<file path="src/rtl/tanh_pkg.sv">
// Shared definitions for the tanh core sample sequencer.
//   DATA_W          : sample / result width
//   DEFAULT_DEPTH   : default input FIFO depth
//   DEFAULT_TIMEOUT : default per-sample wait budget in cycles
//   seq_state_e     : sequencer FSM state encoding
package tanh_pkg;

  localparam int DATA_W          = 16;
  localparam int DEFAULT_DEPTH   = 4;
  localparam int DEFAULT_TIMEOUT = 255;

  typedef enum logic [1:0] {
    ST_IDLE      = 2'd0,
    ST_ISSUE     = 2'd1,
    ST_WAIT_BUSY = 2'd2,
    ST_WAIT_DONE = 2'd3
  } seq_state_e;

endpackage

</file>
<file path="src/rtl/tanh_in_fifo.sv">
// Synchronous input FIFO for the tanh sample sequencer.
//   clk, rst     : clock, async active-low reset
//   push_i       : write push_data_i (ignored when full)
//   pop_i        : drop the head entry (ignored when empty)
//   head_o       : current head entry, valid when !empty_o
//   full_o       : count_o == DEPTH
//   empty_o      : count_o == 0
//   count_o      : occupancy, one bit wider than the pointers
// No bypass: an entry written at edge N is visible on head_o after edge N.
module tanh_in_fifo
  import tanh_pkg::*;
#(
  parameter int DEPTH = DEFAULT_DEPTH
) (
  input  logic                     clk,
  input  logic                     rst,
  input  logic                     push_i,
  input  logic [DATA_W-1:0]        push_data_i,
  input  logic                     pop_i,
  output logic [DATA_W-1:0]        head_o,
  output logic                     full_o,
  output logic                     empty_o,
  output logic [$clog2(DEPTH):0]   count_o
);

  localparam int PTR_W = $clog2(DEPTH);

  logic [DATA_W-1:0] mem_q [DEPTH];
  logic [PTR_W-1:0]  wr_ptr_q;
  logic [PTR_W-1:0]  rd_ptr_q;
  logic [PTR_W:0]    count_q;
  logic              push_ok;
  logic              pop_ok;

  assign full_o  = (count_q == (PTR_W+1)'(DEPTH));
  assign empty_o = (count_q == '0);
  assign push_ok = push_i && !full_o;
  assign pop_ok  = pop_i && !empty_o;
  assign head_o  = mem_q[rd_ptr_q];
  assign count_o = count_q;

  always_ff @(posedge clk) begin
    if (push_ok) begin
      mem_q[wr_ptr_q] <= push_data_i;
    end
  end

  // Pointers wrap naturally because DEPTH is a power of two; count_q
  // disambiguates full from empty when the pointers are equal.
  always_ff @(posedge clk or negedge rst) begin
    if (!rst) begin
      wr_ptr_q <= '0;
      rd_ptr_q <= '0;
      count_q  <= '0;
    end else begin
      if (push_ok) wr_ptr_q <= wr_ptr_q + PTR_W'(1);
      if (pop_ok)  rd_ptr_q <= rd_ptr_q + PTR_W'(1);
      case ({push_ok, pop_ok})
        2'b10:   count_q <= count_q + (PTR_W+1)'(1);
        2'b01:   count_q <= count_q - (PTR_W+1)'(1);
        default: count_q <= count_q;
      endcase
    end
  end

endmodule

</file>
<file path="src/rtl/tanh_sample_sequencer.sv">
// Streaming front end for the start/ready tanh core.
//   clk, rst              : clock, async active-low reset
//   in_data/valid/ready   : sample input stream into the FIFO
//   out_data/valid/ready  : registered result output stream
//   core_x, core_start    : operand and one-cycle start pulse to the core
//   core_ready, core_y    : core idle/done flag and its result
//   count                 : input FIFO occupancy
//   err                   : sticky timeout flag, cleared only by reset
//
// state     | meaning
// ----------+-----------------------------------------------------------
// IDLE      | waiting for a sample, an idle core and a free output slot
// ISSUE     | core_start high for this single cycle
// WAIT_BUSY | waiting for the core to drop ready (accepted the start)
// WAIT_DONE | waiting for ready to return, then capture core_y
module tanh_sample_sequencer
  import tanh_pkg::*;
#(
  parameter int DEPTH   = DEFAULT_DEPTH,
  parameter int TIMEOUT = DEFAULT_TIMEOUT
) (
  input  logic                    clk,
  input  logic                    rst,
  input  logic [DATA_W-1:0]       in_data,
  input  logic                    in_valid,
  output logic                    in_ready,
  output logic [DATA_W-1:0]       out_data,
  output logic                    out_valid,
  input  logic                    out_ready,
  output logic [DATA_W-1:0]       core_x,
  output logic                    core_start,
  input  logic                    core_ready,
  input  logic [DATA_W-1:0]       core_y,
  output logic [$clog2(DEPTH):0]  count,
  output logic                    err
);

  localparam int TO_W = $clog2(TIMEOUT + 1);

  seq_state_e        state_q, state_d;
  logic [TO_W-1:0]   tmo_q, tmo_d;
  logic [DATA_W-1:0] core_x_q, core_x_d;
  logic [DATA_W-1:0] out_data_q, out_data_d;
  logic              out_valid_q, out_valid_d;
  logic              start_q, start_d;
  logic              err_q, err_d;

  logic              fifo_full;
  logic              fifo_empty;
  logic [DATA_W-1:0] fifo_head;
  logic              pop;
  logic              tmo_last;

  tanh_in_fifo #(
    .DEPTH (DEPTH)
  ) u_in_fifo (
    .clk         (clk),
    .rst         (rst),
    .push_i      (in_valid),
    .push_data_i (in_data),
    .pop_i       (pop),
    .head_o      (fifo_head),
    .full_o      (fifo_full),
    .empty_o     (fifo_empty),
    .count_o     (count)
  );

  // The cycle that would bring the counter to TIMEOUT is the expiry cycle.
  assign tmo_last = (tmo_q == TO_W'(TIMEOUT - 1));

  always_comb begin
    state_d     = state_q;
    tmo_d       = tmo_q;
    core_x_d    = core_x_q;
    out_data_d  = out_data_q;
    out_valid_d = out_valid_q && !out_ready;
    start_d     = 1'b0;
    err_d       = err_q;
    pop         = 1'b0;

    unique case (state_q)
      ST_IDLE: begin
        // Reserving the output slot here means a later capture can never
        // overwrite an undelivered result.
        if (!fifo_empty && core_ready && (!out_valid_q || out_ready)) begin
          pop      = 1'b1;
          core_x_d = fifo_head;
          tmo_d    = '0;
          start_d  = 1'b1;
          state_d  = ST_ISSUE;
        end
      end
      ST_ISSUE: begin
        state_d = ST_WAIT_BUSY;
      end
      ST_WAIT_BUSY: begin
        if (tmo_last) begin
          err_d   = 1'b1;
          state_d = ST_IDLE;
        end else begin
          tmo_d = tmo_q + TO_W'(1);
          if (!core_ready) state_d = ST_WAIT_DONE;
        end
      end
      ST_WAIT_DONE: begin
        // A completion on the final allowed cycle still delivers its result.
        if (core_ready) begin
          out_data_d  = core_y;
          out_valid_d = 1'b1;
          state_d     = ST_IDLE;
        end else if (tmo_last) begin
          err_d   = 1'b1;
          state_d = ST_IDLE;
        end else begin
          tmo_d = tmo_q + TO_W'(1);
        end
      end
      default: state_d = ST_IDLE;
    endcase
  end

  always_ff @(posedge clk or negedge rst) begin
    if (!rst) begin
      state_q     <= ST_IDLE;
      tmo_q       <= '0;
      core_x_q    <= '0;
      out_data_q  <= '0;
      out_valid_q <= 1'b0;
      start_q     <= 1'b0;
      err_q       <= 1'b0;
    end else begin
      state_q     <= state_d;
      tmo_q       <= tmo_d;
      core_x_q    <= core_x_d;
      out_data_q  <= out_data_d;
      out_valid_q <= out_valid_d;
      start_q     <= start_d;
      err_q       <= err_d;
    end
  end

  assign in_ready   = !fifo_full;
  assign out_data   = out_data_q;
  assign out_valid  = out_valid_q;
  assign core_x     = core_x_q;
  assign core_start = start_q;
  assign err        = err_q;

endmodule

</file>
<file path="config.mk">
export PLATFORM = sky130hd
export DESIGN_NAME = tanh_sample_sequencer
export DESIGN_NICKNAME = d
export VERILOG_FILES = /design/src/rtl/tanh_pkg.sv /design/src/rtl/tanh_in_fifo.sv /design/src/rtl/tanh_sample_sequencer.sv
export SDC_FILE = /design/constraint.sdc
export NUM_CORES = 1
export LEC_CHECK = 0
export CORE_UTILIZATION = 53
export CTS_CLUSTER_DIAMETER = 150
export CTS_CLUSTER_SIZE = 40
export DETAILED_ROUTE_END_ITERATION = 6
export PLACE_DENSITY = 0.79
export SLEW_MARGIN = 30
export SYNTH_ARGS = -nofsm -noshare
export SYNTH_HDL_FRONTEND = slang
export SYNTH_HIERARCHICAL = 1
export SYNTH_SLANG_ARGS = --single-unit
</file>
<file path="constraint.sdc">
create_clock -name clk -period 2.82 [get_ports clk]
set_clock_uncertainty 0.2 [all_clocks]
set_input_delay 0.423 -clock clk [delete_from_list [all_inputs] [get_ports clk]]
set_output_delay 0.423 -clock clk [all_outputs]
set_load 0.02 [all_outputs]
</file>
==> results.md, run 1 <==
* Status: complete, no violations
* Setup crit start kind: register
* Maximum resistive drop on vdd at around 0.50 mV
* Placer congestion estimate at 0.790
* Largest area contributor in the netlist: edfxtp_1
* Critical path, cell by cell: nor3b_2 > inv_1 > clkdlybuf4s50_1
* IO Count at 76
* Core footprint at 8720 um^2
* Root buf cell: clkbuf_8
* Worst hold path type: in -> async
* Post-Syn Nets at 303
* Setup-failing EPs final at 0
* Antenna violations before repair at 0
* Kind of critical path: reg -> out
* Nets at between 400 and 500
* Cells after Synth at 258
* YS warnings at 6
* Max Cap Violations at 0
* Asr flop ratio synth at 44.8%
* Synthesized area at 4790 um^2
* Ratio of cells with drive above 1 in the final layout at 26.8%
* Final Hold Viols at 0
* Vias in the first global route at between 2000 and 3000
* Die W at just under 100 um
* Die Y at about 97 um
* Synth top cells by count: edfxtp_1 (64), dfrtp_1 (52), mux2_4 (17), mux2_2 (16), inv_1 (12)
* Slew HR at 46.1%
* Clock Latency Late Sink at between 0.5 and 0.6 ns
* Met3 WL at ~410 um
* Setup_tns at 0 ns
* Max Clk Rate at around 0.41 GHz
* Critical path capture point: in_ready
* Internal power at 0.00481 W
* CTS tree: yes
* Vias at around 2600
* WP data required at ~2.2 ns
* Count leader, synth: edfxtp_1
* Postcts setup bufs at 0
* Synth top area cells: edfxtp_1 (40%), dfrtp_1 (27%), mux2_4 (5.3%)
* PnR Total Power at 0.00710 W
* Max H-tree Level at 4
* CP max stage cell: clkdlybuf4s50_1
* Top-area cell type share of the netlist area at 40.1%
* Worst stage delay on the critical path at 0.54 ns
* Maximum clock insertion buffer count at 2
* Met2 WL at 4.42 mm
* Sink Count at 116
* Main synth FF type: edfxtp_1
* Final-report max-slew violation count at 0
* DR WL/cell at roughly 18 um
* Number of buffers created by CTS at 17
* CP Max Fanout at 6
* Setup slack, reg-to-reg at 0.50 ns
* Lkg Pwr at 2.52 nW
* Vias per cell at 5.52
* Routed met1 length at approximately 3.9 mm
* Avg Cell Area, Syn at about 19 um^2
* GRT Total Usage at approximately a fifth
* Die area at 9420 um^2
* Sw Pwr at 0.00229 W
* CTS resizes at 0
* Clock share of power at 27.6%
* Post-DP HPWL at 5.59 mm
* Global-route wire length before repair at 14.6 mm
* Least-Margin Pin Slew at 0.809 ns
* Pwr/cell area at approximately 1100 nW/um^2
* Hold buffers post-CTS at 1
* Final worst path period need at between 2 and 2.5 ns
* Initial Util at between 50% and 60%
* Grt total ovfl at 0
* Arr. time, crit path at ~1.8 ns
* Reg2reg path depth at 11
* Post-synth EDFFs at 64
* Logic pwr share at 34.4%
* CTS clk-pin slew, worst paths at 0.06 ns
* Seq cells post-synth at between 100 and 150
* Row cnt at 34
* DR iter-0 viols at between 80 and 90
* Crit end category: output pin
* Top sig layer: met4
* Seq/Total Area, Yosys at 67.3%
* Seq pwr share at between 30% and 40%
* Switching part of the total power at 32.3%
* Worst r2r dst: u_in_fifo/count_o[2]
* Inserted Diodes at 0
* ANT nets after route at 0
* Post-synthesis cell type count at 49
* Total Wirelength at 8.84 mm
* Largest net degree at the start of global routing at 35
* Pre-antenna DRT Iters at 5
* Area grow syn2layout at 30.0%
* CP startpoint: u_in_fifo/count_o[0]
* RSZ-0062 raised after global routing: no
* Port Buffer Count at 75
* FF-to-FF Start: u_in_fifo/count_o[0]
* # DRC at 0
* Period utilization at 86.3%
flip-flops by register name, indices dropped and copies added (netlist names):
signal / cells
u_in_fifo/rd_ptr_q: 2
u_in_fifo/mem_q: 64
err: 1
state_q: 2
u_in_fifo/count_o: 3
out_data: 16
tmo_q: 8
core_start: 1
u_in_fifo/wr_ptr_q: 2
out_valid: 1
core_x: 16
stage by stage:
step	util, %	instance area, um^2	hold WS, ns	std cells	worst slack, ns
finish	71.4	6230	0.190	478	0.387
global route	71.4	6230	0.218	478	0.308
CTS	71.4	6230	0.187	478	0.350
detailed placement	65.0	5670	0.199	445	0.0602
global placement	65.0	5670	0.196	445	0.136
floorplan	-	4790	-0.0726	258	0.246
per-layer routing:
metal	up-vias	track usage [%]
met3	15	5.90
li1	1189	-
met1	1341	26.0
met4	0	10.8
met2	92	33.7
met5	-	0
area by class of cell:
cell class / instances / area (um^2)
clock inverters: 14 / 119
fillers: 554 / 2490
flip-flops and latches: 116 / 3220
inverters: 12 / 45.0
multi-input cells: 121 / 1430
repair buffers: 89 / 853
clock buffers: 18 / 428
well taps: 108 / 135
worst min path at each step:
| stage | startpoint | end | slack [ns] | cells past startpoint |
|---|---|---|---|---|
| 6_report | rst | core_x[5] | 0.19 | 2 |
| 3_3_place_gp | rst | tmo_q[3] | 0.20 | 1 |
| 5_1_grt | rst | tmo_q[3] | 0.22 | 2 |
| 3_5_place_dp | rst | tmo_q[3] | 0.20 | 1 |
| 4_1_cts | rst | tmo_q[3] | 0.19 | 2 |
| 2_1_floorplan | rst | core_start | -0.07 | 0 |
kinds of logic after synthesis:
| family | synth area share (%) |
|---|---|
| AOI/OAI and AO/OA | 3.50 |
| xor gates and xnor gates | 1.10 |
| adders and majority gates | 2.25 |
| buffers and inverters | 2.95 |
| DFF | 67.3 |
| muxes | 17.7 |
| and+or+nand+nor | 5.22 |
cell usage in the layout, fill, tap and decap left out, drive strengths merged, types with 2 or more instances in the layout:
| cell | count |
|---|---|
| ha | 7 |
| a211o | 3 |
| clkinvlp | 2 |
| and2 | 4 |
| clkdlybuf4s50 | 74 |
| nand3 | 5 |
| clkinv | 5 |
| clkbuf | 18 |
| xnor2 | 3 |
| nand2b | 4 |
| inv | 19 |
| nor2 | 4 |
| and3 | 4 |
| nand4 | 2 |
| nand2 | 4 |
| nor3 | 4 |
| mux4 | 16 |
| xor2 | 3 |
| nor2b | 2 |
| o21ai | 3 |
| edfxtp | 64 |
| a21oi | 3 |
| dfrtp | 52 |
| buf | 14 |
| a31oi | 3 |
| mux2 | 34 |
worst max-delay path, delay by kind of cell, from the launching register on:
family / cells / cell delay, ns
buffers and inverters: 2 / 0.60
DFF: 1 / 0.46
and+or+nand+nor: 1 / 0.25
power by group through the flow:
stage	clock network (W)	registers, W	logic [W]
finish	0.00196	0.00270	0.00244
global route	0.00207	0.00277	0.00263
CTS	0.00200	0.00270	0.00248
detailed placement	0	0.00273	0.00246
global placement	0	0.00270	0.00241
floorplan	0	0.00293	0.00133
No activity file was read; power rests on OpenSTA's default activity.
==> run 2: changes to the inputs <==
--- a/config.mk
+++ b/config.mk
@@ -5,11 +5,10 @@
 export SDC_FILE = /design/constraint.sdc
 export NUM_CORES = 1
 export LEC_CHECK = 0
-export CORE_UTILIZATION = 53
+export CORE_UTILIZATION = 40
 export CTS_CLUSTER_DIAMETER = 150
 export CTS_CLUSTER_SIZE = 40
 export DETAILED_ROUTE_END_ITERATION = 6
-export PLACE_DENSITY = 0.79
 export SLEW_MARGIN = 30
 export SYNTH_ARGS = -nofsm -noshare
 export SYNTH_HDL_FRONTEND = slang
==> results.md, run 2 (synthesized netlist as in run 1, its figures left out) <==
* Max H-tree Level at 4 (unchanged)
* Port Buffer Count at 75 (unchanged)
* Commonest non-fill, non-tap cells in the layout: clkdlybuf4s50_1 (74), edfxtp_1 (64), dfrtp_1 (52)
* Worst hold slack at 0.275 ns (+0.0855 ns)
* Period utilization at 83.3% (-3.0 points)
* # DRC at 16 (+16)
* Max Clk Rate at 0.426 GHz (+3.6%)
* Worst hold path type: reg -> reg
* Core footprint at 11600 um^2 (+33%)
* PnR Total Power at 0.00723 W (+2.0%)
* Root buf cell: clkbuf_16
* Sink Count at 116 (unchanged)
* Total Wirelength at 8.76 mm (-0.80%)
* Antenna violations before repair at 0 (unchanged)
* Cell mode on critical path: inv_1
* Setup slack, reg-to-reg at 0.47 ns (-0.03 ns)
* RSZ-0062 raised after global routing: no
* Post-DP HPWL at 5.51 mm (-1.3%)
* FF-to-FF Start: u_in_fifo/count_o[0]
* CP Max Fanout at 6 (unchanged)
* DR iter-0 viols at 144 (+69%)
* Leading cell type in the layout, fill and taps excluded: clkdlybuf4s50_1
* ANT nets after route at 0 (unchanged)
* DR WL/cell at 17.1 um (-7.6%)
* Failing checks: DRC
* Slew HR at 48.5% (+2.4 points)
* CTS tree: yes
* Postcts setup bufs at 0 (unchanged)
* Setup_tns at 0 ns (unchanged)
* Initial Util at 41.4% (-14 points)
* Worst stage delay on the critical path at 0.47 ns (-0.07 ns)
* WP data required at 2.95 ns (+0.75 ns)
* Kind of critical path: reg -> reg
* Hold path startpoint: err
* CTS clk-pin slew, worst paths at 0.05 ns (about the same)
* Crit end category: register
* Final Hold Viols at 0 (unchanged)
* Hold depth at 1
* Ratio of cells with drive above 1 in the final layout at 26.2% (-0.54 points)
* Max FFs per register at 64 (unchanged)
* Grt total ovfl at 0 (unchanged)
* Final worst path period need at 2.35 ns (-0.0844 ns)
* Arr. time, crit path at 2.48 ns (+0.67 ns)
* Nets at 402 (unchanged)
* Worst r2r dst: u_in_fifo/count_o[2]
* Reg2reg path depth at 11 (unchanged)
* CP startpoint: u_in_fifo/count_o[0]
* Hold path endpoint: err
* Pre-antenna DRT Iters at 7 (+2)
* CP max stage cell: dfrtp_1
* Setup crit start kind: register
* Status: complete, but fails checks
* Maximum clock insertion buffer count at 2 (unchanged)
* Die area at 12400 um^2 (+32%)
* Clock Latency Late Sink at 0.41 ns (-0.11 ns)
* Vias in the first global route at 2703 (-4.5%)
* IO Count at 76 (unchanged)
* Least-Margin Pin Slew at 0.773 ns (-0.0357 ns)
* Max Cap Violations at 0 (unchanged)
* Vias per cell at 4.94 (-10%)
* Global-route wire length before repair at 14.5 mm (-0.99%)
* Die W at 111 um (+15%)
* Row cnt at 39 (+15%)
* Placed inst area at 5720 um^2 (+0.77%)
* Largest net degree at the start of global routing at 33 (-5.7%)
* Inserted Diodes at 0 (unchanged)
* Final-layout fill cell count at 944 (+70%)
* Worst setup margin at 0.472 ns (+0.0844 ns)
* Setup-failing EPs final at 0 (unchanged)
* Post-place setup slack at 0.0703 ns (+0.0100 ns)
* Die Y at 111 um (+15%)
* Top reg by flops: u_in_fifo/mem_q
* Vias at 2533 (-3.9%)
* Critical path, cell by cell: nor3_1 > inv_1 > nand4_4 > inv_1 > o31a_1 > ha_1 > inv_1 > fa_1 > xor2_1 > nor2_1 > xor2_1
* Final instance area at 6320 um^2 (+1.4%)
* Lkg Pwr at 2.55 nW (+0.87%)
* Pwr/cell area at 1150 nW/um^2 (+0.53%)
* Number of buffers created by CTS at 17 (unchanged)
* Final-report max-slew violation count at 0 (unchanged)
* GRT Total Usage at 15.6% (-5.3 points)
* Area grow syn2layout at 31.9%
* Placer congestion estimate at 0.708 (-10%)
* Maximum resistive drop on vdd at 0.540 mV (+8.0%)
==> run 2: cell count changes in the layout (fill, tap and decap cells not counted), sizes merged <==
cell,previous run,this run
bufinv,0,2
clkbuf,18,23
inv,19,12
==> run 2: routing by layer <==
metal | up-vias | global-route usage (%) | wire (um)
li1 | 1185 | - | -
met1 | 1268 | 20.6 | 4080
met2 | 73 | 23.8 | 4160
met3 | 7 | 5.50 | 420
met4 | 0 | 5.95 | 109
met5 | - | 0 | 0
==> run 2: worst max-delay path by stage <==
stage                      endpoint  slack, ns  cells past startpoint
6_report       u_in_fifo/count_o[2]       0.47                     11
3_3_place_gp   u_in_fifo/count_o[2]       0.11                     11
5_1_grt        u_in_fifo/count_o[2]       0.33                     11
2_1_floorplan  u_in_fifo/count_o[2]       0.25                     12
3_5_place_dp   u_in_fifo/count_o[2]       0.07                     11
4_1_cts        u_in_fifo/count_o[2]       0.45                     11
==> run 2: metrics by stage <==
step,util [%],std cells
CTS,54.6,513
finish,54.6,513
detailed placement,49.4,480
global placement,49.4,480
global route,54.6,513
floorplan,-,258
==> run 2: area by class of cell <==
| class | instances | area [um^2] | share of cell area, % |
|---|---|---|---|
| clock buffer | 23 | 488 | 7.72 |
| clock inverter | 9 | 104 | 1.64 |
| inverter | 12 | 45.0 | 0.713 |
| multi-input combinational | 121 | 1430 | 22.6 |
| sequential | 116 | 3220 | 51.0 |
| tap | 143 | 179 | 2.83 |
| timing repair buffer | 89 | 853 | 13.5 |
==> run 2: report_power, final <==
group	leakage, nW	total [W]	internal (W)	switching, W
logic	1.04	0.00249	0.00133	0.00116
clock network	0.289	0.00211	0.00139	0.000720
registers	1.22	0.00263	0.00235	0.000286
==> run 2: critical path: cells and delay by family, from the launching register on <==
family | cells | cell delay (ns)
adder cells (fa/ha/maj) | 2 | 0.55
XOR/XNOR | 2 | 0.30
flip-flops | 1 | 0.47
AO/OA/AOI/OAI | 1 | 0.15
buffers and inverters | 3 | 0.28
AND/OR/NAND/NOR | 3 | 0.32
==> run 2: what timing repair did <==
action	in CTS	in global routing
hold endpoints to repair	30	0
gates resized for setup	0	0
hold buffers	1	0
